`config.mk`:
```
export PLATFORM = sky130hd
export DESIGN_NAME = axi_wr_master_arb_mux
export DESIGN_NICKNAME = d
export VERILOG_FILES = /design/src/rtl/axi_wr_master_arb_mux.sv
export SDC_FILE = /design/constraint.sdc
export NUM_CORES = 1
export LEC_CHECK = 0
export BUFFER_PORTS_ARGS = -buffer_cell sky130_fd_sc_hd__buf_2
export CORE_AREA = 10 10 151 153
export DETAILED_ROUTE_END_ITERATION = 6
export DIE_AREA = 0 0 161 163
export SLEW_MARGIN = 20
export SYNTH_ARGS = -nofsm -noshare
export SYNTH_HDL_FRONTEND = slang
export SYNTH_SLANG_ARGS = --single-unit
```
`constraint.sdc`:
```
create_clock -name sys_clk -period 2.55 [get_ports sys_clk]
set_input_delay 0.255 -clock sys_clk [delete_from_list [all_inputs] [get_ports sys_clk]]
set_output_delay 0.255 -clock sys_clk [all_outputs]
set_load 0.01 [all_outputs]
```
`src/rtl/axi_wr_master_arb_mux.sv`:
```
// N-master to 1-slave AXI write switch; a round-robin grant is held for AW, all W beats and B, then released.
// s_awvalid follows m_awvalid by 1 cycle; ready/valid pass straight through to the owner only, one idle bubble between owners.
module axi_wr_master_arb_mux #(
  parameter int NUM_MASTERS = 3,
  parameter int DATA_WIDTH  = 32,
  parameter int ADDR_WIDTH  = 32,
  parameter int ID_WIDTH    = 4,
  parameter int STRB_WIDTH  = DATA_WIDTH / 8,
  parameter int RESP_WIDTH  = 2
) (
  input  logic                              sys_clk,
  input  logic                              sys_rst,
  input  logic [NUM_MASTERS*ID_WIDTH-1:0]   m_awid,
  input  logic [NUM_MASTERS*ADDR_WIDTH-1:0] m_awaddr,
  input  logic [NUM_MASTERS*8-1:0]          m_awlen,
  input  logic [NUM_MASTERS*3-1:0]          m_awsize,
  input  logic [NUM_MASTERS*2-1:0]          m_awburst,
  input  logic [NUM_MASTERS-1:0]            m_awvalid,
  output logic [NUM_MASTERS-1:0]            m_awready,
  input  logic [NUM_MASTERS*ID_WIDTH-1:0]   m_wid,
  input  logic [NUM_MASTERS*DATA_WIDTH-1:0] m_wdata,
  input  logic [NUM_MASTERS*STRB_WIDTH-1:0] m_wstrb,
  input  logic [NUM_MASTERS-1:0]            m_wlast,
  input  logic [NUM_MASTERS-1:0]            m_wvalid,
  output logic [NUM_MASTERS-1:0]            m_wready,
  output logic [NUM_MASTERS*ID_WIDTH-1:0]   m_bid,
  output logic [NUM_MASTERS*RESP_WIDTH-1:0] m_bresp,
  output logic [NUM_MASTERS-1:0]            m_bvalid,
  input  logic [NUM_MASTERS-1:0]            m_bready,
  output logic [ID_WIDTH-1:0]               s_awid,
  output logic [ADDR_WIDTH-1:0]             s_awaddr,
  output logic [7:0]                        s_awlen,
  output logic [2:0]                        s_awsize,
  output logic [1:0]                        s_awburst,
  output logic                              s_awvalid,
  input  logic                              s_awready,
  output logic [ID_WIDTH-1:0]               s_wid,
  output logic [DATA_WIDTH-1:0]             s_wdata,
  output logic [STRB_WIDTH-1:0]             s_wstrb,
  output logic                              s_wlast,
  output logic                              s_wvalid,
  input  logic                              s_wready,
  input  logic [ID_WIDTH-1:0]               s_bid,
  input  logic [RESP_WIDTH-1:0]             s_bresp,
  input  logic                              s_bvalid,
  output logic                              s_bready,
  output logic [NUM_MASTERS-1:0]            wr_grant,
  output logic                              wlast_err
);

  localparam int GW = $clog2(NUM_MASTERS);

  typedef enum logic [1:0] {S_IDLE, S_ADDR, S_DATA, S_RESP} state_t;

  state_t        state_q, state_d;
  logic [GW-1:0] grant_q, grant_d;
  logic [GW-1:0] rr_ptr_q, rr_ptr_d;
  logic [7:0]    awlen_q, awlen_d;
  logic [7:0]    beat_cnt_q, beat_cnt_d;
  logic          wlast_err_q, wlast_err_d;

  logic aw_hs, w_hs, b_hs, gen_wlast;
  int   g;

  assign g         = int'(grant_q);
  assign gen_wlast = (beat_cnt_q == awlen_q);
  assign aw_hs     = (state_q == S_ADDR) && m_awvalid[grant_q] && s_awready;
  assign w_hs      = (state_q == S_DATA) && m_wvalid[grant_q] && s_wready;
  assign b_hs      = (state_q == S_RESP) && s_bvalid && m_bready[grant_q];

  always_ff @(posedge sys_clk or posedge sys_rst) begin
    if (sys_rst) begin
      state_q     <= S_IDLE;
      grant_q     <= '0;
      rr_ptr_q    <= GW'(NUM_MASTERS - 1);
      awlen_q     <= '0;
      beat_cnt_q  <= '0;
      wlast_err_q <= 1'b0;
    end else begin
      state_q     <= state_d;
      grant_q     <= grant_d;
      rr_ptr_q    <= rr_ptr_d;
      awlen_q     <= awlen_d;
      beat_cnt_q  <= beat_cnt_d;
      wlast_err_q <= wlast_err_d;
    end
  end

  always_comb begin
    int  cand;
    logic found;
    state_d     = state_q;
    grant_d     = grant_q;
    rr_ptr_d    = rr_ptr_q;
    awlen_d     = awlen_q;
    beat_cnt_d  = beat_cnt_q;
    wlast_err_d = wlast_err_q;
    cand        = 0;
    found       = 1'b0;
    case (state_q)
      S_IDLE: begin
        // Scan starts just past the last owner so it has lowest priority.
        for (int k = 1; k <= NUM_MASTERS; k++) begin
          cand = (int'(rr_ptr_q) + k) % NUM_MASTERS;
          if (!found && m_awvalid[cand]) begin
            found   = 1'b1;
            grant_d = GW'(cand);
          end
        end
        if (found) state_d = S_ADDR;
      end
      S_ADDR: begin
        if (aw_hs) begin
          awlen_d    = m_awlen[g*8 +: 8];
          beat_cnt_d = '0;
          state_d    = S_DATA;
        end
      end
      S_DATA: begin
        if (w_hs) begin
          if (m_wlast[grant_q] != gen_wlast) wlast_err_d = 1'b1;
          if (gen_wlast) begin
            beat_cnt_d = '0;
            state_d    = S_RESP;
          end else begin
            beat_cnt_d = beat_cnt_q + 8'd1;
          end
        end
      end
      S_RESP: begin
        if (b_hs) begin
          rr_ptr_d = grant_q;
          state_d  = S_IDLE;
        end
      end
      default: state_d = S_IDLE;
    endcase
  end

  always_comb begin
    m_awready = '0;
    m_wready  = '0;
    m_bid     = '0;
    m_bresp   = '0;
    m_bvalid  = '0;
    s_awid    = '0;
    s_awaddr  = '0;
    s_awlen   = '0;
    s_awsize  = '0;
    s_awburst = '0;
    s_awvalid = 1'b0;
    s_wid     = '0;
    s_wdata   = '0;
    s_wstrb   = '0;
    s_wlast   = 1'b0;
    s_wvalid  = 1'b0;
    s_bready  = 1'b0;
    wr_grant  = '0;
    if (state_q != S_IDLE) wr_grant[grant_q] = 1'b1;
    case (state_q)
      S_ADDR: begin
        s_awid     = m_awid[g*ID_WIDTH +: ID_WIDTH];
        s_awaddr   = m_awaddr[g*ADDR_WIDTH +: ADDR_WIDTH];
        s_awlen    = m_awlen[g*8 +: 8];
        s_awsize   = m_awsize[g*3 +: 3];
        s_awburst  = m_awburst[g*2 +: 2];
        s_awvalid  = m_awvalid[grant_q];
        m_awready[grant_q] = s_awready;
      end
      S_DATA: begin
        // Slave sees the beat-count view of WLAST, never the master's own.
        s_wid     = m_wid[g*ID_WIDTH +: ID_WIDTH];
        s_wdata   = m_wdata[g*DATA_WIDTH +: DATA_WIDTH];
        s_wstrb   = m_wstrb[g*STRB_WIDTH +: STRB_WIDTH];
        s_wlast   = gen_wlast;
        s_wvalid  = m_wvalid[grant_q];
        m_wready[grant_q] = s_wready;
      end
      S_RESP: begin
        m_bid[g*ID_WIDTH +: ID_WIDTH]       = s_bid;
        m_bresp[g*RESP_WIDTH +: RESP_WIDTH] = s_bresp;
        m_bvalid[grant_q] = s_bvalid;
        s_bready          = m_bready[grant_q];
      end
      default: ;
    endcase
  end

  assign wlast_err = wlast_err_q;

endmodule

```
==> metrics.md <==
| Metric | Value |
|---|---|
| Req. time, crit path | `approximately 2.3 ns` |
| Htree depth | `1` |
| Root buffer cell | `clkbuf_16` |
| Routed Antenna Nets | `0` |
| Final max-slew violation count | `0` |
| Top-count cell post-synth | `and2_1` |
| Reg2Reg Depth | `6` |
| Core Region | `19900 um2` |
| Skew final | `~0.0022 ns` |
| DR DRC count | `0` |
| HP Class | `primary input to async pin` |
| EDFF count, synth | `0` |
| Row count | `between 50 and 60` |
| Vias | `~5700` |
| Power density over the cells | `~840 nW/um2` |
| Mapped Cells | `608` |
| Tcrit/Tclk final | `around 94%` |
| Final WL | `around 24 mm` |
| Initial core utilization | `22.0%` |
| # hold bufs at CTS | `0` |
| Synthesized Nets | `between 900 and 1000` |
| 1st-pass router iterations | `5` |
| WS Path Type | `flip-flop to primary output` |
| IR drop worst, VDD | `between 0.2 and 0.3 mV` |
| Top_reg_cell synth | `dfrtp_1` |
| Final hold viol count | `0` |
| Post-route minimum period | `2.40 ns` |
| Share of layout cells above drive strength 1 | `~47%` |
| Worst Tran Pin Value | `0.661 ns` |
| Register bit count reported by yosys | `23` |
| Clock Latency Late Sink | `0.26 ns` |
| CTS buffer count | `3` |
| Top cells by area, synth | `mux2i_1, and2_1, dfrtp_1` |
| Number of setup violations in the final report | `0` |
| PortBufs | `413` |
| R2R Path End | `beat_cnt_q[0]` |
| Vias in the first global route | `around 5600` |
| Maxcap violations | `0` |
| Synth top cells by count | `and2_1, nand2_1, o21ai_0, mux2i_1, clkbuf_1` |
| Synth warn | `0` |
| Global route total overflow | `0` |
| Worst Setup End Kind | `primary output` |
| Hpwl dp | `between 20 and 25 mm` |
| Die W | `161 um` |
| Vias/cell | `about 4.5` |
| WP data arrival | `roughly 2.1 ns` |
| Worst reg2reg setup slack | `~0.28 ns` |
| Initial antenna violation count | `2` |
| Yosys top cell by area | `mux2i_1` |
| Achievable clock frequency | `approximately 420 MHz` |
| Tot GR Track Use | `16.4%` |
| CTS tree | `yes` |
| Syn avg cell area | `7.20 um2` |
| Clk buf depth | `2` |
| Leakage dissipation | `approximately 3.7 nW` |
| Slew headroom | `between 50% and 60%` |
| Nets | `approximately 1300` |
| Yosys top cell area share | `a little over a fifth` |
| Die height | `around 160 um` |
| Final hold slack | `0.0330 ns` |
| IO Pins | `~410` |
| GPL Wtd Cong | `~0.9` |
| Clk sink count | `23` |
| Worst-path clk slew | `approximately 0.06 ns` |
| Pin count of the biggest net entering global routing | `57` |
| DIE AREA | `between 20000 and 30000 um2` |
| Post-Syn Area | `~4400 um2` |
| RSZ-0062 raised after global routing | `false` |
| Area delta synth->final | `57.3%` |
| Critical Path Fanout Max | `13` |
| Async SR Flop Fraction | `between 90% and 100%` |
| Part of the Yosys area used for sequential elements | `a little over an eighth` |
| FF-to-FF Start | `grant_q[0]` |
| First-pass GRT wire length | `around 35 mm` |
| Cell variety after synth | `46` |
| Worst setup SP type | `flip-flop` |
| DR iter-0 viols | `about 470` |
| Final setup TNS | `0 ns` |
| Drt wl/cell | `roughly 19 um` |
| Status | `finished clean` |
area by class of cell:
class,count,area [um2]
inverters,18,71.3
repair buffers,434,2260
fillers,2169,13000
clock buffers,4,78.8
well taps,270,338
diodes,2,5.00
multi-input cells,521,3550
flip-flops and latches,23,582
layer usage:
metal	wire length (um)	up-vias	GRT usage, %	part of all wire [%]
met5	0	-	0	0
met4	223	0	2.36	0.92
met3	1630	15	3.31	6.7
met2	12400	232	28.9	51
met1	9960	2623	20.7	41
li1	-	2872	-	-
what timing repair did:
| action | 4_1_cts | 5_1_grt |
|---|---|---|
| setup endpoints to repair | 0 | 17 |
| setup buffers | 0 | 5 |
| resized for setup | 0 | 3 |
where the power goes:
group	leakage, nW	switching [mW]	internal [mW]
Clock	0.0382	0.134	0.214
Sequential	0.289	0.165	0.505
Combinational	3.36	2.71	2.08
Total	3.69	3.01	2.80
layout by cell type (no fill, tap or decap), drive strengths merged, types with 2 or more instances in the layout:
cell type and count:
and2 110, nand3 8, o22ai 6, mux2 9, o311ai 2, nand4 3, a22o 3, buf 434
xor2 8, nand4b 3, a21boi 2, clkbuf 4, nor2b 4, inv 17, nand3b 3, ha 16
nand2b 5, nand2 104, nor4 3, mux2i 96, dfrtp 22, and3 14, a21oi 10, o21ai 99
diode 2, nor2 2
cells by family (layout without fill, tap and decap cells):
kind of cell | after synthesis | in the layout | share of synthesized area [%]
AOI/OAI and AO/OA | 129 | 129 | 18.1
xor gates and xnor gates | 9 | 9 | 1.80
adders and majority gates | 16 | 16 | 4.57
buffers and inverters | 64 | 456 | 6.20
DFF | 23 | 23 | 13.2
muxes | 105 | 105 | 24.3
other | 0 | 2 | 0
and+or+nand+nor | 262 | 262 | 31.8
flip-flops by register name, summed over array words and instances, names as in the netlist:
name,count
awlen_q,8
beat_cnt_q,8
grant_q,2
rr_ptr_q,2
state_q,2
wlast_err,1
critical path: stages, from the launching register on:
cell        delay [ns]
dfrtp_4           0.53
clkinvlp_4        0.20
ha_1              0.38
and3b_1           0.19
and3_1            0.25
and2_1            0.19
buf_2             0.14
worst max path at each step:
stage                      from            end  slack [ns]  cells past startpoint
floorplan            grant_q[1]       m_bid[0]        0.09                      7
global placement    rr_ptr_q[1]     state_q[1]        0.38                      7
detailed placement   grant_q[0]  beat_cnt_q[0]        0.36                      6
CTS                  grant_q[0]       m_bid[0]        0.13                      7
global route         grant_q[0]     m_bresp[2]        0.03                      6
finish               grant_q[0]     m_bresp[5]        0.15                      6
stage by stage:
step / cells / worst slack (ns) / utilization [%] / total power, mW / instance area [um2]
final: 1272 / 0.154 / 34.6 / 5.81 / 6880
after global routing: 1272 / 0.0304 / 34.6 / 6.31 / 6880
after CTS: 1265 / 0.132 / 34.3 / 5.79 / 6830
after detailed placement: 1261 / 0.356 / 33.9 / 5.43 / 6750
after global placement: 1261 / 0.385 / 33.9 / 5.40 / 6750
after floorplan: 608 / 0.0947 / - / 3.72 / 4380
Note: power is estimated with default switching activity, not from simulation.
